--- config.mk ---
export PLATFORM = sky130hd
export DESIGN_NAME = if_fetch
export DESIGN_NICKNAME = d
export VERILOG_FILES = /design/src/rtl/if_fetch.sv
export SDC_FILE = /design/constraint.sdc
export NUM_CORES = 1
export LEC_CHECK = 0
export BUFFER_PORTS_ARGS = -buffer_cell sky130_fd_sc_hd__buf_2
export CELL_PAD_IN_SITES_DETAIL_PLACEMENT = 0
export CELL_PAD_IN_SITES_GLOBAL_PLACEMENT = 2
export CORE_MARGIN = 10
export CORE_UTILIZATION = 34
export CTS_BUF_LIST = sky130_fd_sc_hd__clkbuf_16
export CTS_CLUSTER_SIZE = 20
export DETAILED_ROUTE_END_ITERATION = 6
export GPL_ROUTABILITY_DRIVEN = 0
export HOLD_SLACK_MARGIN = 0.03
export PLACE_DENSITY = 0.95
export SYNTH_ARGS = -nofsm -noshare
export SYNTH_HDL_FRONTEND = slang
export SYNTH_SLANG_ARGS = --single-unit
--- constraint.sdc ---
create_clock -name clk -period 6.55 [get_ports clk]
set_input_delay 1.31 -clock clk [delete_from_list [all_inputs] [get_ports clk]]
set_output_delay 1.31 -clock clk [all_outputs]
set_load 0.01 [all_outputs]
--- src/rtl/if_fetch.sv ---
// if_fetch: instruction-fetch stage assembling 32-bit words from four
// little-endian byte reads and presenting them to the IF/ID register.
//
// Ports:
//   clk, rst_n        clock, async active-low reset
//   stl_mm            downstream stall (1 = IF/ID holds this edge)
//   br_en, br_target  redirect from EX (target bits [1:0] ignored)
//   mem_req/mem_addr  byte read request (combinational)
//   mem_gnt           request accepted this cycle
//   mem_rdata         read byte, one cycle after an accepted request
//   if_pc/if_is       presented PC and word (word is 0 when not valid)
//   mmif_ok           2'b01 valid word, 2'b00 bubble
//
// Optional macro IF_ICACHE_EN adds a direct-mapped word cache of
// ICACHE_ENTRIES entries; without it every fetch uses four byte reads.
module if_fetch #(
    parameter logic [31:0] RESET_PC       = 32'h0,
    parameter int          ICACHE_ENTRIES = 16
) (
    input  logic        clk,
    input  logic        rst_n,
    input  logic        stl_mm,
    input  logic        br_en,
    input  logic [31:0] br_target,
    output logic        mem_req,
    output logic [31:0] mem_addr,
    input  logic        mem_gnt,
    input  logic [7:0]  mem_rdata,
    output logic [31:0] if_pc,
    output logic [31:0] if_is,
    output logic [1:0]  mmif_ok
);

    typedef enum logic {
        FETCH,
        PRESENT
    } state_t;

    state_t      state;
    logic [31:0] fpc;
    logic [2:0]  bcnt;
    logic [2:0]  rcnt;
    logic        inflight;
    logic [31:0] wbuf;
    logic [31:0] is_q;
    logic        ok_q;

    logic        hit;
    logic [31:0] hit_word;
    logic        last;
    logic [31:0] full_word;

    // Final byte of a miss arrives this cycle; a redirect at the same
    // edge wins, so the byte is dropped.
    assign last = (state == FETCH) && inflight &&
                  (rcnt == 3'd3) && !br_en;

    assign full_word = {mem_rdata, wbuf[23:0]};

`ifdef IF_ICACHE_EN
    localparam int IW = $clog2(ICACHE_ENTRIES);
    localparam int TW = 30 - IW;

    logic [ICACHE_ENTRIES-1:0] cv;
    logic [TW-1:0]             ctag  [ICACHE_ENTRIES];
    logic [31:0]               cdata [ICACHE_ENTRIES];
    logic [IW-1:0]             idx;
    logic [TW-1:0]             tag;

    assign idx = fpc[IW+1:2];
    assign tag = fpc[31:IW+2];

    assign hit = (state == FETCH) && (bcnt == 3'd0) &&
                 cv[idx] && (ctag[idx] == tag);
    assign hit_word = cdata[idx];

    always_ff @(posedge clk or negedge rst_n) begin
        if (!rst_n) begin
            cv <= '0;
        end else if (last) begin
            cv[idx] <= 1'b1;
        end
    end

    always_ff @(posedge clk) begin
        if (last) begin
            ctag[idx]  <= tag;
            cdata[idx] <= full_word;
        end
    end
`else
    assign hit      = 1'b0;
    assign hit_word = '0;
`endif

    // Gated by rst_n so the bus is quiet while reset is asserted.
    assign mem_req = rst_n && (state == FETCH) &&
                     (bcnt < 3'd4) && !stl_mm && !hit;
    assign mem_addr = mem_req ? (fpc + {29'b0, bcnt}) : 32'h0;

    assign if_pc   = fpc;
    assign if_is   = is_q;
    assign mmif_ok = {1'b0, ok_q};

    always_ff @(posedge clk or negedge rst_n) begin
        if (!rst_n) begin
            state    <= FETCH;
            fpc      <= RESET_PC;
            bcnt     <= 3'd0;
            rcnt     <= 3'd0;
            inflight <= 1'b0;
            wbuf     <= 32'h0;
            is_q     <= 32'h0;
            ok_q     <= 1'b0;
        end else if (br_en) begin
            // Clearing inflight discards data of a request
            // accepted in this same cycle.
            state    <= FETCH;
            fpc      <= {br_target[31:2], 2'b00};
            bcnt     <= 3'd0;
            rcnt     <= 3'd0;
            inflight <= 1'b0;
            wbuf     <= 32'h0;
            is_q     <= 32'h0;
            ok_q     <= 1'b0;
        end else begin
            unique case (state)
                FETCH: begin
                    if (hit) begin
                        state <= PRESENT;
                        is_q  <= hit_word;
                        ok_q  <= 1'b1;
                    end else begin
                        if (mem_req && mem_gnt) begin
                            bcnt <= bcnt + 3'd1;
                        end
                        inflight <= mem_req && mem_gnt;
                        if (inflight) begin
                            wbuf[{rcnt[1:0], 3'b000} +: 8] <= mem_rdata;
                            rcnt <= rcnt + 3'd1;
                        end
                        if (last) begin
                            state <= PRESENT;
                            is_q  <= full_word;
                            ok_q  <= 1'b1;
                        end
                    end
                end
                PRESENT: begin
                    if (!stl_mm) begin
                        state    <= FETCH;
                        fpc      <= fpc + 32'd4;
                        bcnt     <= 3'd0;
                        rcnt     <= 3'd0;
                        inflight <= 1'b0;
                        wbuf     <= 32'h0;
                        is_q     <= 32'h0;
                        ok_q     <= 1'b0;
                    end
                end
                default: begin
                    state <= FETCH;
                end
            endcase
        end
    end

endmodule

==> run_results.csv <==
group,metric,value,unit
clock_network,cts-root-buf,"clkbuf_16",
global_route,grt_util_all_layers,16.0,%
synthesis,synth_warnings,0,
clock_network,cts_resized,0,
placed_design,portBuffers,138,
worst_hold_path,holdCritStartpoint,"if_is[27]",
pwr,sw_frac_of_total,30.0,%
global_route,antenna_found_initial,3,
pwr,cellLeakagePower,2.87,nW
routing,drc,0,
worst_setup_path,critPathMaxFanout,14,
sta,rsz0062_at_grt,"no",
synthesis,dominantRegCellSynth,"dfrtp_1",
outcome,status,"complete, no violations",
sta,setup_tns,0,ps
clock_network,numCtsBuffers,9,
clock_network,hold_buffers,0,
synthesis,ys_types,56,
worst_setup_path,critPathKind,"reg -> out",
synthesis,syn_area,0.00524,mm²
pwr,clock_power_share,40.3,%
cells_and_area,drive_gt1_share,26.1,%
pwr,power_switching,426,µW
routing,wl_per_cell,19.9,µm
sta,finClkSkew,6.29,ps
job,max_cap_viol_count,0,
synthesis,synth-edff-count,0,
sta,maxSlewHeadroom,32.4,%
clock_network,cts_setup_buffers,0,
clock_network,clkTransAtPathRegs,80,ps
synthesis,synth_cells,557,
placed_design,dp_hpwl,12.3,mm
worst_setup_path,worstPathRequired,5240,ps
worst_hold_path,hold_path.class,"reg -> reg",
routing,vias_per_cell,5.64,
routing,num_vias,4826,
clock_network,clkLatencyLatePin,350,ps
floorplan,ioPinCount,144,
sta,drv_slew,0,
cells_and_area,final_nets,713,
floorplan,die_h,144,µm
pwr,internal-power,994,µW
global_route,grt_pass1_wl,26.6,mm
pwr,peakVddDrop,0.152,mV
worst_setup_path,critPathCaptureType,"output port",
worst_setup_path,cp-startpoint,"if_pc[2]",
sta,max_freq,232,MHz
routing,drt_iter0_markers,314,
sta,hold_viol,0,
cells_and_area,layout_common_cells,"137 x buf_2, 95 x dfrtp_1, 52 x nand2_1",
synthesis,synth-seq-cells,95,
floorplan,die_width,144,µm
routing,ant_nets,0,
worst_setup_path,r2r_start,"state",
clock_network,cts_max_path_buffers,2,
global_route,grt_pass1_vias,4915,
clock_network,tritoncts,"yes",
sta,timing.hold.ws,476,ps
global_route,grt-ovfl-total,0,
worst_setup_path,cp-start-kind,"flip-flop",
pwr,powerDensity,225,mW/mm²
synthesis,async_reset_ff_share,100,%
cells_and_area,area_growth,20.4,%
synthesis,syn_avg_cell_area,9.41,µm²
global_route,grt_max_degree,75,
sta,worst_slew_pin_slew,1010,ps
floorplan,start_util,34.6,%
sta,finalSetupViolCount,0,
clock_network,cts_max_level,3,
pwr,p_comb_share,12.9,%
sta,fin_crit_sh,65.7,%
cells_and_area,fillers,1494,
routing,routed_wirelength,17.0,mm
pwr,sequentialPowerShare,46.7,%
clock_network,cts.sinks,95,
sta,min_period,4300,ps
worst_setup_path,worstPathArrival,2990,ps
cells_and_area,final_common_cell,"buf_2",
routing,drt_first_pass_iters,5,
floorplan,die-area,0.0208,mm²
floorplan,core,0.0151,mm²
floorplan,rows,45,
synthesis,yosysSeqAreaShare,45.4,%
per-layer routing:
metal / vias up / routed length (µm) / global-route usage (%)
met5: - / 0 / 0
met4: 0 / 216 / 4.89
met3: 17 / 1640 / 5.67
met2: 177 / 8070 / 26.5
met1: 2373 / 7100 / 19.2
li1: 2259 / - / -
through the flow:
step                      power [mW]  std cells  cell area [µm²]  util [%]  setup WS (ps)
after global routing            1.48        852             6300      41.6           2040
after floorplan                0.769        559             5250         -           2520
after CTS                       1.43        852             6300      41.6           2190
final                           1.42        855             6310      41.7           2250
after detailed placement       0.860        836             5980      39.5           2340
after global placement         0.854        836             5980      39.5           2360
worst max-delay path, cell delays in order (launching register included):
cell,delay [ps]
dfrtp_1,480
ha_1,290
nand3_2,270
or4_1,740
or4_1,550
a21oi_1,160
buf_2,150
registers in the layout, indices dropped and copies added, names as in the netlist:
register	cells
wbuf	24
ok_q	1
rcnt	3
inflight	1
state	1
bcnt	3
if_pc	30
if_is	32
cell families after synthesis:
group	share of synthesized area, %
buffers and inverters	5.56
AO/OA/AOI/OAI	19.7
other	0.0716
multiplexers	0.382
XOR/XNOR	4.18
flip-flops	45.4
adder cells (fa/ha/maj)	2.15
AND/OR/NAND/NOR	22.6
cells in the mapped netlist (9+ instances only):
cell      count  area, µm²
a22o_1       47        412
nor2_1       32        120
ha_1          9        113
o21ai_0      32        160
nand4_1      18        113
dfrtp_1      95       2380
clkbuf_1     30        113
nand3_1      26        130
nand2_1      52        195
buf_2        14       70.1
or3_1        17        106
a21oi_1      22        110
xnor2_1      17        149
nor3_1       12       60.1
o31ai_1      13       97.6
or4_1        21        158
inv_1         9       33.8
worst paths after layout:
path,end,slack [ps],cells after the start
max,mem_addr[31],2250,6
min in group asynchronous,if_pc[6],860,1
max reg2reg,wbuf[12],3870,4
max in group asynchronous,if_pc[10],4400,2
min,if_is[27],480,2
min reg2reg,if_is[27],480,2
power groups by stage:
| stage | clock network [mW] | logic [mW] | registers, mW |
|---|---|---|---|
| 2_1_floorplan | 0 | 0.112 | 0.657 |
| 3_3_place_gp | 0 | 0.183 | 0.672 |
| 3_5_place_dp | 0 | 0.186 | 0.674 |
| 4_1_cts | 0.585 | 0.187 | 0.663 |
| 5_1_grt | 0.607 | 0.206 | 0.669 |
| 6_report | 0.573 | 0.184 | 0.664 |
area by class of cell:
| type | count | area (µm²) | share of cell area (%) |
|---|---|---|---|
| multi-input combinational | 400 | 2600 | 41.2 |
| inverter | 10 | 37.5 | 0.595 |
| sequential | 95 | 2380 | 37.7 |
| antenna | 3 | 7.51 | 0.119 |
| tap | 188 | 235 | 3.73 |
| clock inverter | 7 | 98.8 | 1.57 |
| timing repair buffer | 143 | 731 | 11.6 |
| clock buffer | 9 | 225 | 3.57 |
Power figures use the tool's default switching activity.
